<file path="config.mk">
export PLATFORM = sky130hd
export DESIGN_NAME = c_result_sink
export DESIGN_NICKNAME = d
export VERILOG_FILES = /design/src/rtl/c_result_sink.sv
export SDC_FILE = /design/constraint.sdc
export NUM_CORES = 2
export LEC_CHECK = 0
export ABC_AREA = 1
export CORE_ASPECT_RATIO = 0.75
export CORE_UTILIZATION = 65
export CTS_CLUSTER_DIAMETER = 30
export DETAILED_ROUTE_END_ITERATION = 6
export MAX_ROUTING_LAYER = met4
export PLACE_DENSITY = 0.82
export SYNTH_ARGS = -nofsm -noshare
export SYNTH_HDL_FRONTEND = slang
export SYNTH_SLANG_ARGS = --single-unit
</file>
<file path="constraint.sdc">
create_clock -name clk -period 6.4 [get_ports clk]
set_input_delay 0.64 -clock clk [delete_from_list [all_inputs] [get_ports clk]]
set_output_delay 0.64 -clock clk [all_outputs]
set_load 0.05 [all_outputs]
</file>
<file path="src/rtl/c_result_sink.sv">
`timescale 1ns/1ps
// c_result_sink
//   Consumer of the compute_wrapper C stream. Captures each beat into a local
//   result buffer, checks that tlast lands exactly on beat cfg_beats, raises
//   sticky done / one-cycle done_pulse / maskable irq, and exposes the buffer
//   through a registered read port.
// Ports
//   clk, rst                  single clock, synchronous active-high reset
//   s_axis_c_*                AXI-Stream C input (tdata/tvalid/tready/tlast)
//   cfg_beats, arm            job length, sampled on the 1-cycle arm pulse
//   clear_done, irq_en        SW status clear, interrupt enable
//   rd_addr, rd_data          buffer readback, 1-cycle latency
//   beat_count, busy, done, done_pulse, err_*, irq   job status
module c_result_sink #(
  parameter int DATA_W = 32,
  parameter int DEPTH  = 64,
  parameter int AW     = $clog2(DEPTH)
) (
  input  logic              clk,
  input  logic              rst,
  input  logic [DATA_W-1:0] s_axis_c_tdata,
  input  logic              s_axis_c_tvalid,
  output logic              s_axis_c_tready,
  input  logic              s_axis_c_tlast,
  input  logic [15:0]       cfg_beats,
  input  logic              arm,
  input  logic              clear_done,
  input  logic              irq_en,
  input  logic [AW-1:0]     rd_addr,
  output logic [DATA_W-1:0] rd_data,
  output logic [AW:0]       beat_count,
  output logic              busy,
  output logic              done,
  output logic              done_pulse,
  output logic              err_early_last,
  output logic              err_no_last,
  output logic              err_cfg,
  output logic              irq
);

  typedef enum logic [1:0] {IDLE, CAPTURE, DONE} state_t;

  localparam logic [16:0] DEPTH_L = 17'(DEPTH);

  state_t            state;
  logic [DATA_W-1:0] mem [DEPTH];
  logic [AW:0]       exp_beats;
  logic [AW:0]       beat_next;
  logic              cfg_ok;
  logic              beat_hs;
  logic              hit_exp;

  always_comb begin
    cfg_ok    = (cfg_beats != '0) && ({1'b0, cfg_beats} <= DEPTH_L);
    beat_hs   = s_axis_c_tvalid && s_axis_c_tready;
    beat_next = beat_count + (AW+1)'(1);
    hit_exp   = (beat_next == exp_beats);
  end

  assign irq = done & irq_en;

  // tready and busy are registered copies of (state == CAPTURE) so they
  // change on the same edge as the state.
  always_ff @(posedge clk) begin
    if (rst) begin
      state           <= IDLE;
      s_axis_c_tready <= 1'b0;
      busy            <= 1'b0;
      done            <= 1'b0;
      done_pulse      <= 1'b0;
      err_early_last  <= 1'b0;
      err_no_last     <= 1'b0;
      err_cfg         <= 1'b0;
      beat_count      <= '0;
      exp_beats       <= '0;
    end else begin
      done_pulse <= 1'b0;
      unique case (state)
        IDLE, DONE: begin
          // arm takes priority over clear_done; an illegal arm leaves the state alone
          if (arm) begin
            if (cfg_ok) begin
              state           <= CAPTURE;
              s_axis_c_tready <= 1'b1;
              busy            <= 1'b1;
              done            <= 1'b0;
              exp_beats       <= cfg_beats[AW:0];
              beat_count      <= '0;
              err_early_last  <= 1'b0;
              err_no_last     <= 1'b0;
              err_cfg         <= 1'b0;
            end else begin
              err_cfg <= 1'b1;
            end
          end else if (clear_done) begin
            state          <= IDLE;
            done           <= 1'b0;
            err_early_last <= 1'b0;
            err_no_last    <= 1'b0;
            err_cfg        <= 1'b0;
          end
        end
        CAPTURE: begin
          if (beat_hs) begin
            beat_count <= beat_next;
            if (hit_exp || s_axis_c_tlast) begin
              state           <= DONE;
              s_axis_c_tready <= 1'b0;
              busy            <= 1'b0;
              done            <= 1'b1;
              done_pulse      <= 1'b1;
              if (!hit_exp)
                err_early_last <= 1'b1;
              else if (!s_axis_c_tlast)
                err_no_last <= 1'b1;
            end
          end
        end
        default: state <= IDLE;
      endcase
    end
  end

  always_ff @(posedge clk) begin
    if (!rst && beat_hs)
      mem[beat_count[AW-1:0]] <= s_axis_c_tdata;
  end

  // Non-blocking read of mem gives old data on a same-address write.
  always_ff @(posedge clk) begin
    if (rst)
      rd_data <= '0;
    else
      rd_data <= mem[rd_addr];
  end

endmodule

</file>
# After elaboration in Yosys (flattened, before gate mapping)

Memory sizes are Yosys's and may differ from the RTL's. A register that Yosys moved wholly into a read port is not among the register bits.
Index checks and enable logic that the tools add are counted.

RAM bits: 2,048
Word-level logic and storage cells: 81
Output and inout port bits: 47
Memories kept: 1
Input bits: 61
Flip-flop bits (word level): 22

Equal/unequal tests: 12
Bitwise logic cells: 3
Magnitude comparators: 1
Reductions and logical operators: 19
Add/sub/neg operators: 1
Mux-type cells: 35

Memories:

| memory | words | width | rd ports | clocked after memory_dff | write ports | RTL line | RTL |
|---|---|---|---|---|---|---|---|
| mem    | 64    | 32    | 1        | 1                        | 1           | 46       | `logic [DATA_W-1:0] mem [DEPTH];` |

Operators by type and width:

| operator                                                        | count |
|---|---|
| 2-to-1 mux 1 bit                                                | 21 |
| 2-to-1 mux 7 bit                                                | 3 |
| less-or-equal comparator 16 x 7 -> 1 bit, second input constant | 1 |
| nonzero test 16 bit                                             | 1 |
| inequality test 2 bit, second input constant                    | 7 |
| one-hot mux 7 bit (2 select lines)                              | 1 |
| 2-to-1 mux 2 bit                                                | 5 |
| AND reduction 5 bit                                             | 2 |
| one-hot mux 1 bit (2 select lines)                              | 4 |
| AND reduction 4 bit                                             | 2 |
| adder 7 x 1 -> 7 bit, second input constant                     | 1 |
| == test 7 bit                                                   | 1 |
| AND reduction 7 bit                                             | 1 |
| inequality test 3 bit, second input constant                    | 2 |
| AND reduction 6 bit                                             | 1 |
| one-hot mux 2 bit (2 select lines)                              | 1 |
| nonzero test 2 bit                                              | 2 |
| logical AND 1 bit                                               | 3 |
| AND reduction 3 bit                                             | 1 |
| OR reduction 3 bit                                              | 1 |
| == test 2 x 1 -> 1 bit, second input constant                   | 1 |
| == test 2 bit, second input constant                            | 1 |
| zero test 2 bit                                                 | 1 |
| inverter 1 bit                                                  | 2 |
| other kinds (5)                                                 | 5 |

# Logic depth before layout (Yosys ltp)

Word-level depth: 6
Depth in mapped cells: 14

# Least setup slack after synthesis

No wires, ideal clock.

Kind: in2reg
From: in rst
To: mem mem[43][0] (enable)
Path buffers: 2
Path slack: 3.077 ns
Data arrival time: 2.902 ns
Data required time: 5.979 ns
Cell stages on the path: 5
Cell sequence: clkbuf_1 nor2_1 clkbuf_1 nand3_1 nor2_1

Longest elaborated chain between the ends: 4

Ends and longest elaborated chain:

| what                                   | RTL line | RTL |
|---|---|---|
| start: declaration                     | 20       | `input logic rst,` |
| zero test 1 bit                        | 125      | `if (!rst && beat_hs)` |
| logical AND 1 bit                      | 125      |  |
| 2-to-1 mux 1 bit                       | 125      |  |
| 2-to-1 mux 1 bit (implied by the code) | 126      | `mem[beat_count[AW-1:0]] <= s_axis_c_tdata;` |
| end: declaration                       | 46       |  |

Every way passes these cells.

==> impl_metrics.yaml <==
critical_path:
  worst_setup_path_end_kind: "flop"
  cp-start-kind: "flop"
  crit_type: "flop to flop"
  r2r_end: "mem[7][30]"
  crit_top_cell: "nand2_1"
  required_ns: 7.03
  crit_path_cell_trace: "nand2_1, nor2_1, nand2_1, nor2_4, buf_4"
  cp_slowest_stage_delay_ns: 1.22
  r2r-start: "busy"
  cp_slowest_cell: "nor2_4"
  critPathArrivalTime_ns: 4.51
  reg2reg_depth: 5
  r2r_slack_ns: 2.52
  crit_fanout: 32
layout:
  drive_above_1_share_pct: 9.941
  final_cell_area_sq_um: 94900
  syn_to_final_growth_pct: 14.80
  layoutNonFillerInstCount: 8452
  finalNetCount: 6637
detailed_routing:
  drt_first_pass_iters: 7
  antenna_left: 0
  wirelength_um: 243600
  drtIter0Drc: 11680
  drc_errors: 6
  wl_per_cell_um: 28.82
  dr_total_vias: 58190
  avgViaCountPerCell: 6.885
pwr:
  power.switching_mw: 7.639
  clkPwrFrac_pct: 48.6
  internal_power_mw: 25.38
  ir_worst_vdd_v: 0.0003516
  fin_total_pwr_mw: 33.02
  p_seq_share_pct: 45.8
  cellLeakagePower_nw: 31.50
  pwr-share-comb_pct: 5.6
  sw_frac_of_total_pct: 23.14
  power_density_nw_per_um2: 347.9
synth:
  syn_avg_cell_area_sq_um: 12.68
  ys_async_sr_fraction_pct: 0
  yosys_most_used_dff: "edfxtp_1"
  synthesis.area_sq_um: 82670
  synth-seq-cells: 2102
  synth_seq_area_share_pct: 75.70
  post-synth-top-count-cell: "edfxtp_1"
  postSynthCellCount: 6520
  synth_nets: 6582
  yosysTopAreaCell: "edfxtp_1"
  synth.top_cells.by_count: "edfxtp_1 (2048), nor2_1 (1093), o21ai_0 (915)"
  yosysWarnings: 0
  synth-edff-count: 2048
  synth_area_leaders: "edfxtp_1 (74%), o21ai_0 (5.5%), nor2_1 (5.0%)"
  ys_types: 31
  synth_top_area_share_pct: 74.39
sta:
  finClkSkew_ns: 0.07124
  period_needed_ns: 3.875
  hold_viol: 0
  worstMarginPinSlew_ns: 1.313
  setup-violations-final: 0
  fin_setup_tns_ns: 0
  period_share_pct: 60.55
  slew_headroom_pct: 12.27
  rsz0062_at_grt: "no"
  slew_violations: 0
  max_freq_mhz: 258.0
grt:
  grt_overflow_total: 0
  grt.met1_usage_pct: 50.88
  grt_pass1_vias: 56180
  grtUsageTotal_pct: 38.63
  use_met2_pct: 54.37
  grt_start_max_net_pins: 179
  top_usage_layer: "met2"
  grt_use_met3_pct: 12.82
  antenna_found_initial: 9
  grt_pass1_wl_um: 352700
cts:
  cts_tree: "built"
  cts_resized: 0
  postCtsHoldBufs: 0
  cts_root_buf: "clkbuf_16"
  clk_path_buf_depth: 4
  htreeDepth: 5
  postCtsSetupBuffers: 0
  clkSlewWorstSetupHoldPaths_ns: 0.06
  cts_sinks: 2102
  numCtsBuffers: 293
  worstSkewPairLatency_ns: 0.95
placement:
  routabilityCongestion: 0.9166
  dpl.hpwl_um: 122600
  portBuffers: 107
  placed_cell_area_sq_um: 85280
  placedCellCount: 7933
die:
  dieWidth_um: 413.8
  pin_count: 108
  dieArea_sq_um: 128600
  rows: 112
  die_h_um: 310.9
  start_util_pct: 65.99
  core_area_sq_um: 125300
min_path:
  hold_path_startpoint: "cfg_beats[6]"
  min_to: "exp_beats[6]"
  hp-class: "input port to flop"
  worstHoldPathCells: 3
status:
  violations: "design-rule violations"
  outcome: "complete, but fails checks"
job:
  max_cap_viol_count: 0
[placed cells by master, fill, tap and decap left out, types with 29 or more instances in the layout]
cell / count
edfxtp_1: 2048
nor2_1: 1029
o21ai_0: 915
nand2_1: 829
nand3_1: 454
o22ai_1: 406
clkbuf_16: 300
buf_4: 95
a21oi_1: 81
clkdlybuf4s50_1: 69
nor2_4: 64
inv_1: 54
dfxtp_1: 54
inv_6: 40
o21ai_1: 34
clkinv_2: 30
clkinv_1: 29
bufinv_16: 29
[kinds of logic (layout without fill, tap and decap cells)]
logic type / count (synthesis) / in the layout / share of synthesized area, %
other: 0 / 9 / 0
adder cells (fa/ha/maj): 1 / 1 / 0.01513
XOR/XNOR: 1 / 1 / 0.01060
AO/OA/AOI/OAI: 1507 / 1507 / 10.00
AND/OR/NAND/NOR: 2392 / 2392 / 11.59
flip-flops: 2102 / 2102 / 75.70
buffers and inverters: 517 / 787 / 2.689
[worst max-delay path, delay by kind of cell, from the launching register on]
kind          cells  cell delay, ns
simple gates      4            2.95
flops             1            0.39
buf+inv           1            0.26
[layer usage]
layer	routed length, um	vias up	share of wire [%]
met5	0	-	0
met2	107000	5481	44
met1	81220	27760	33
met3	42340	899	17
met4	13030	0	5.3
li1	-	24040	-
[state kept, by name, indices dropped and copies added, names as in the netlist]
| register | count |
|---|---|
| mem | 2048 |
| rd_data | 32 |
| beat_count | 7 |
| exp_beats | 7 |
| state | 2 |
| busy | 1 |
| done | 1 |
| done_pulse | 1 |
| err_cfg | 1 |
| err_early_last | 1 |
| err_no_last | 1 |
[layout make-up]
class,instances,area [sq um]
inverters,60,261.5
flip-flops and latches,2102,62580
repair buffers,217,2021
clock buffers,326,7625
diodes,9,22.52
fillers,6867,30380
multi-input cells,3901,18350
well taps,1653,2068
clock inverters,184,1977
[power by group through the flow]
stage | registers [mW] | logic [mW] | clock network, mW
detailed placement | 15.4 | 1.71 | 0
finish | 15.1 | 1.85 | 16.0
floorplan | 15.5 | 0.854 | 0
global placement | 15.4 | 1.66 | 0
global route | 15.1 | 1.91 | 16.5
CTS | 15.1 | 1.75 | 16.0
[worst max path at each step]
stage / slack (ns) / cells after the start / startpoint / end
2_1_floorplan: 3.08 / 5 / rst / mem[43][0]
3_3_place_gp: 1.99 / 6 / rst / mem[7][30]
3_5_place_dp: 1.96 / 6 / rst / mem[7][30]
4_1_cts: 2.67 / 5 / busy / mem[7][30]
5_1_grt: 2.47 / 4 / busy / mem[36][4]
6_report: 2.52 / 5 / busy / mem[7][30]
[through the flow]
step           hold WS, ns  setup WS (ns)  util, %
2_1_floorplan       0.4372          3.077        -
3_3_place_gp        0.4438          1.989    68.07
3_5_place_dp        0.4514          1.957    68.07
4_1_cts             0.3762          2.674    75.73
5_1_grt             0.4196          2.475    75.75
6_report            0.3973          2.525    75.75
Note: power is estimated with default switching activity, not from simulation.
